[config.mk]
export PLATFORM = sky130hd
export DESIGN_NAME = router_reg
export DESIGN_NICKNAME = d
export VERILOG_FILES = /design/src/rtl/router_pkg.sv /design/src/rtl/router_parity.sv /design/src/rtl/router_reg.sv
export SDC_FILE = /design/constraint.sdc
export NUM_CORES = 1
export LEC_CHECK = 0
export BUFFER_PORTS_ARGS = -buffer_cell sky130_fd_sc_hd__buf_4
export CORE_MARGIN = 1.5
export CORE_UTILIZATION = 45
export CTS_BUF_LIST = sky130_fd_sc_hd__clkbuf_2
export DETAILED_ROUTE_END_ITERATION = 10
export HOLD_SLACK_MARGIN = 0.1
export PLACE_DENSITY = 0.65
export SKIP_LAST_GASP = 1
export SLEW_MARGIN = 0
export SYNTH_ARGS = -nofsm -noshare
export SYNTH_HDL_FRONTEND = slang
export SYNTH_SLANG_ARGS = --single-unit
[constraint.sdc]
create_clock -name clk -period 2.5 [get_ports clk]
set_input_delay 0.125 -clock clk [delete_from_list [all_inputs] [get_ports clk]]
set_output_delay 0.125 -clock clk [all_outputs]
set_load 0.05 [all_outputs]
[src/rtl/router_pkg.sv]
// router_pkg: shared constants for the router register block.
package router_pkg;
  localparam int DW_DEF = 8;
  localparam logic [1:0] ADDR_INVALID = 2'b11;
endpackage

[src/rtl/router_parity.sv]
// router_parity: running XOR of header and payload bytes for the current packet.
module router_parity
  import router_pkg::*;
#(
  parameter int DW = DW_DEF
) (
  input  logic          clk,
  input  logic          rst,
  input  logic          hold,
  input  logic          clr,
  input  logic          lfd,
  input  logic          ld,
  input  logic          pktvalid,
  input  logic [DW-1:0] header_byte,
  input  logic [DW-1:0] din,
  output logic [DW-1:0] parity
);
  logic [DW-1:0] parity_nxt;
  always_comb
    parity_nxt = clr              ? '0 :
                 lfd              ? parity ^ header_byte :
                 (ld && pktvalid) ? parity ^ din :
                                    parity;
  always_ff @(posedge clk)
    if (!rst) parity <= '0;
    else if (!hold) parity <= parity_nxt;
endmodule

[src/rtl/router_reg.sv]
// router_reg: routes packet bytes to the destination FIFO and checks packet parity.
module router_reg
  import router_pkg::*;
#(
  parameter int DW = DW_DEF
) (
  input  logic          clk,
  input  logic          rst,
  input  logic          pktvalid,
  input  logic [DW-1:0] din,
  input  logic          fifofull,
  input  logic          detectadd,
  input  logic          lfdstate,
  input  logic          ldstate,
  input  logic          fullstate,
  input  logic          lafstate,
  input  logic          rstintreg,
  output logic [DW-1:0] dout,
  output logic          parity_done,
  output logic          low_pkt_valid,
  output logic          err
);
  logic [DW-1:0] header_byte, hold_byte, pkt_parity, parity;
  logic          ld_end;
  assign ld_end = ldstate && !pktvalid;
  router_parity #(.DW(DW)) u_parity (
    .clk(clk),
    .rst(rst),
    .hold(fullstate),
    .clr(detectadd),
    .lfd(lfdstate),
    .ld(ldstate),
    .pktvalid(pktvalid),
    .header_byte(header_byte),
    .din(din),
    .parity(parity)
  );
  // fullstate freezes every register, whatever else is flagged.
  always_ff @(posedge clk)
    if (!rst) begin
      dout          <= '0;
      header_byte   <= '0;
      hold_byte     <= '0;
      pkt_parity    <= '0;
      parity_done   <= 1'b0;
      low_pkt_valid <= 1'b0;
      err           <= 1'b0;
    end else if (!fullstate) begin
      if (detectadd && pktvalid && din[1:0] != ADDR_INVALID) header_byte <= din;
      if (lfdstate) dout <= header_byte;
      else if (ldstate && !fifofull) dout <= din;
      else if (lafstate) dout <= hold_byte;
      if (ldstate && fifofull) hold_byte <= din;
      if (ld_end) pkt_parity <= din;
      if (ld_end) low_pkt_valid <= 1'b1;
      else if (rstintreg) low_pkt_valid <= 1'b0;
      if (detectadd) parity_done <= 1'b0;
      else if ((ld_end && !fifofull) || (lafstate && low_pkt_valid)) parity_done <= 1'b1;
      if (detectadd) err <= 1'b0;
      else if (parity_done) err <= parity != pkt_parity;
    end
endmodule

==> run summary, run 1 <==
Status - complete, no violations
Final Wtd Congestion - 0.7584
Part of the power in the clock network - 0.291
Initial antenna violation count - 0
Initial DRC count - 54
CP Launch Type - input pin
CP required - 2.85 ns
Routed Antenna Nets - 0
Inserted Diodes - 0
Top_reg_cell synth - dfxtp_1
Tmin final - 1.828 ns
I/O Buffers - 28
Max Clock Skew - 0.03700 ns
Die W - 70.22 um
Sw Share - 0.2598
Critical path's largest stage delay - 0.55 ns
CP cell instances - dlygate4sd3_1 > buf_4 > nand2b_1 > nor3b_1 > nor3b_2 > a22o_1
Met1 WL - 1.970 mm
Via/cell ratio - 5.207
Die Area - 4930 sq um
Latest clock arrival within the worst-skew pair - 0.42 ns
Crit-path leading delay family - simple AND/OR/NAND/NOR gates
CTS Buffer Depth - 2
Final hold vios - 0
Final setup viols - 0
Vias in the first global route - 1,559
CTS tree - yes
Total global routing overflow - 0
Number of synthesized register bits - 43
WL met3 - 118 um
Gr usage total - 0.1995
Net count after synthesis - 205
Worst Setup End Kind - register
Drt pass-1 iters - 2
Crit-path max FO - 9
Worst-path clk slew - 0.21 ns
Final Cycle Share - 0.7310
R2R Setup Slk - 1.17 ns
Cells after synthesis - 187
CP max-delay cell - dlygate4sd3_1
Synthesized cell area - 2033 sq um
HP Start - fullstate
Area after DPL - 2273 sq um
PwrDens - 534.0 nW/um^2
Metal2 WL - 2.181 mm
CTS root buf - clkbuf_2
Highest Signal Layer - met4
Area grow syn2layout - 22.83%
Logic pwr share - 0.164
Ports - 29
Inst Count DP - 261
DRT Wirelength - 4.434 mm
Worst path bufs/invs - 2
Commonest cells after routing, fill and taps aside - dfxtp_1 (43), mux2i_1 (32), buf_4 (30)
CTS resizes - 0
Layout cells sized above 1 - 0.2403
Final setup TNS - 0 ns
Pint - 0.0009872 W
P_sw - 0.0003465 W
Total CTS buffers - 5
RR Startpoint - parity_done$_SDFFE_PN0P_
Pins Over Slew Limit - 0
Number of remaining DRC errors - 0
Max Cap Viol - 0
Sequential share of power - 0.545
Number of flops mapped to enable cells by yosys - 0
Row cnt - 24
Final design area excluding fillers - 2497 sq um
Worst-Margin Slew - 0.7117 ns
DR vias - 1,484
Total chip power - 0.001334 W
Die H - 70.22 um
Most common cell after layout, fill and taps aside - dfxtp_1
Register Area - 860.8 sq um
Core area - 4354 sq um
Final-layout fill cell count - 391
Max transition margin - 0.5224
Async set-reset flop share out of synthesis - 0
Hold WC Path Type - in -> reg
Crit. Startpoint - fifofull
Yosys warns - 0
Htree depth - 2
Synth cell types - 30
Syn avg cell area - 10.87 sq um
Max Freq - 547.2 MHz
# clock sinks - 43
First-pass GRT wire length - 7.576 mm
Area of the multi-input gates - 1115 sq um
Sequential-to-total area share from yosys stat - 0.4234
Initial core utilization - 0.4670
Final HPWL DP - 3.083 mm
Critical Path AT - 2.18 ns
Largest net degree at the start of global routing - 31
Critical setup path kind - in -> reg
Worst VDD drop - 0.2816 mV
Unrepaired setup endpoints after global routing - no
Wirelength per Cell - 15.56 um
Leakage - 1.092 nW
Finished Layout Cells - 285
Final nets - 250
-- what timing repair did --
| item | CTS | global route |
|---|---|---|
| setup buffers | 0 | 0 |
| hold buffers | 16 | 0 |
| hold endpoints to repair | 27 | 0 |
-- cells in the mapped netlist, types with 4 or more instances --
library cell,instances,area (sq um)
nor2b_1,24,150.1
nor2_1,9,33.78
mux2_2,8,90.09
xnor2_1,16,140.1
nor3_1,8,40.04
a22o_1,8,70.07
mux2_4,8,120.1
mux2i_1,32,320.3
dfxtp_1,43,860.8
clkbuf_1,4,15.01
-- power groups by stage --
stage | sequential, W | clock, W | combinational, W
after floorplan | 0.000753 | 0 | 0.000124
after global placement | 0.000739 | 0 | 0.000199
after detailed placement | 0.000740 | 0 | 0.000203
after CTS | 0.000727 | 0.000401 | 0.000220
after global routing | 0.000731 | 0.000436 | 0.000236
final | 0.000727 | 0.000388 | 0.000219
-- worst register-to-register path, cell delays in order, from the launching register on --
cell	delay, ns
dfxtp_1	0.38
a31oi_1	0.15
a21oi_1	0.09
dlygate4sd3_1	0.61
-- logic make-up (layout without fill, tap and decap cells) --
group | Yosys count | after routing | synth area share
simple gates | 53 | 53 | 0.1551
mux | 48 | 48 | 0.2609
flops | 43 | 43 | 0.4234
compound gates | 17 | 17 | 0.06338
xor+xnor | 16 | 16 | 0.06892
buf+inv | 10 | 56 | 0.02831
-- registers in the layout, summed over array words and instances (netlist names) --
| register | flops |
|---|---|
| header_byte | 8 |
| pkt_parity | 8 |
| low_pkt_valid | 1 |
| dout | 8 |
| u_parity.parity | 8 |
| hold_byte | 8 |
| parity_done | 1 |
| err | 1 |
-- path summary, 6_finish.rpt --
check                               endpoint  depth (start not counted)
max reg2reg         parity_done$_SDFFE_PN0P_                          3
max                     dout[1]$_SDFFE_PN0P_                          6
min reg2reg             dout[7]$_SDFFE_PN0P_                          1
min          u_parity.parity[7]$_SDFFE_PN0P_                          4
-- routing by layer --
metal	up-vias	global-route usage
li1	741	-
met1	703	0.2341
met2	25	0.3418
met3	15	0.04329
met4	0	0.1004
met5	-	0
-- area by class of cell --
class | count | area share
clock inverters | 3 | 0.01553
flip-flops and latches | 43 | 0.3447
clock buffers | 5 | 0.01002
well taps | 52 | 0.02605
repair buffers | 46 | 0.1543
inverters | 2 | 0.003006
multi-input cells | 134 | 0.4464
-- per-stage QoR --
stage	setup slack, ns	utilization	hold slack, ns
final	0.6724	0.5736	0.1637
after global routing	0.6136	0.5736	0.1420
after CTS	0.7089	0.5736	0.1409
after detailed placement	0.8013	0.5221	0.4247
after global placement	0.8795	0.5221	0.4225
after floorplan	1.252	-	0.2912
Note: power is estimated with default switching activity, not from simulation.
==> run 2: changes to the inputs <==
==> constraint.sdc (replaced) <==
create_clock -name clk -period 1.8 [get_ports clk]
set_input_delay 0.09 -clock clk [delete_from_list [all_inputs] [get_ports clk]]
set_output_delay 0.09 -clock clk [all_outputs]
set_load 0.05 [all_outputs]
==> run 2 against run 1 <==
Worst setup slack got worse by 0.57 ns. Clock power increased by 7.5%. Hold slack got worse by 0.037 ns. Clock skew decreased by 0.017 ns. Global-route usage decreased by 0.67 points. Sequential share of layout area increased by 0.33 points. Sequential cell count unchanged. Critical path depth unchanged. Die area unchanged. First-iteration DRC count increased by 3.7%. Register-to-register slack got worse by 0.70 ns.
==> run summary, run 2 (synthesis results as in run 1) <==
Ports - 29
CTS tree - yes
Final setup TNS - 0 ns
Via/cell ratio - 5.239
Final design area excluding fillers - 2474 sq um
Crit-path max FO - 9
Total CTS buffers - 5
Most common cell after layout, fill and taps aside - dfxtp_1
Unrepaired setup endpoints after global routing - no
Gr usage total - 0.1928
Largest net degree at the start of global routing - 31
Worst-Margin Slew - 0.7365 ns
Die H - 70.22 um
CTS Buffer Depth - 2
Hold WC Path Type - in -> reg
First-pass GRT wire length - 7.300 mm
Initial antenna violation count - 0
Latest clock arrival within the worst-skew pair - 0.42 ns
Vias in the first global route - 1,532
Pins Over Slew Limit - 0
Worst VDD drop - 0.3317 mV
Final Cycle Share - 0.9428
Die Area - 4930 sq um
Status - complete, no violations
Core area - 4354 sq um
Worst Setup End Kind - register
Final nets - 249
Critical Path AT - 2.04 ns
Die W - 70.22 um
Worst-path clk slew - 0.22 ns
Final setup viols - 0
I/O Buffers - 28
CTS root buf - clkbuf_2
Initial core utilization - 0.4670
Total global routing overflow - 0
Fin util - 0.5681
Leakage - 1.075 nW
Final HPWL DP - 3.096 mm
Final hold vios - 0
Layout cells sized above 1 - 0.2543
Inserted Diodes - 0
Critical setup path kind - in -> reg
Final Wtd Congestion - 0.7751
Htree depth - 2
Row cnt - 24
Area after DPL - 2273 sq um
Max Freq - 589.3 MHz
Routed Antenna Nets - 0
Max Clock Skew - 0.02027 ns
Initial DRC count - 56
DRT Wirelength - 4.550 mm
CP Launch Type - input pin
Commonest cells after routing, fill and taps aside - dfxtp_1 (43), mux2i_1 (32), buf_4 (30)
Tmin final - 1.697 ns
Total chip power - 0.001734 W
Max transition margin - 0.5057
Number of remaining DRC errors - 0
R2R Setup Slk - 0.47 ns
Area grow syn2layout - 21.66%
Drt pass-1 iters - 4
# clock sinks - 43
Wirelength per Cell - 16.02 um
CP required - 2.14 ns
DR vias - 1,488
Max Cap Viol - 0
PwrDens - 701.1 nW/um^2
run 2: timing repair:
action                                  4_1_cts  5_1_grt
endpoints found under the setup margin        0       15
gates resized for setup                       0        2
buffers inserted                              0        0
hold buffers                                 15        0
endpoints found under the hold margin        27        0
run 2: area by class of cell:
class | count | area, sq um
fill | 388 | 1881
inverter | 2 | 7.507
sequential | 43 | 860.8
multi-input combinational | 134 | 1122
clock buffer | 6 | 30.03
tap | 52 | 65.06
clock inverter | 2 | 12.51
timing repair buffer | 45 | 375.4
run 2: metal layers:
layer / global-route usage / share of wire / routed length [um] / vias up
met1: 0.2185 / 0.44 / 2002 / 719
met3: 0.04040 / 0.024 / 107 / 9
li1: - / - / - / 740
met2: 0.3471 / 0.51 / 2336 / 20
met5: 0 / 0 / 0 / -
met4: 0.08333 / 0.023 / 103 / 0
run 2: through the flow:
stage          setup WS, ns  cells  hold WS, ns
2_1_floorplan        0.5873    187       0.2562
3_3_place_gp         0.1358    261       0.3853
3_5_place_dp        0.07437    261       0.3923
4_1_cts             0.02751    284       0.1173
5_1_grt             0.06177    284       0.1128
6_report             0.1030    284       0.1268
run 2: worst max-delay path: stages:
cell	delay, ns
dlygate4sd3_1	0.53
buf_4	0.13
inv_1	0.06
o21ai_1	0.58
a21oi_1	0.06
dlygate4sd3_1	0.59
run 2: power by group:
group	total [W]	internal [W]	switching [W]	leakage [nW]
Clock	0.000417	0.0000989	0.000318	0.0290
Sequential	0.00101	0.000986	0.0000222	0.349
Combinational	0.000309	0.000156	0.000153	0.697
Total	0.00173	0.00124	0.000493	1.07
run 2: final timing paths:
kind | start | end | depth (start not counted)
worst max-delay path | detectadd | parity_done$_SDFFE_PN0P_ | 6
worst min-delay path | fullstate | u_parity.parity[4]$_SDFFE_PN0P_ | 4
worst max register to register | parity_done$_SDFFE_PN0P_ | err$_SDFFE_PN0P_ | 4
worst min register to register | dout[0]$_SDFFE_PN0P_ | dout[0]$_SDFFE_PN0P_ | 1
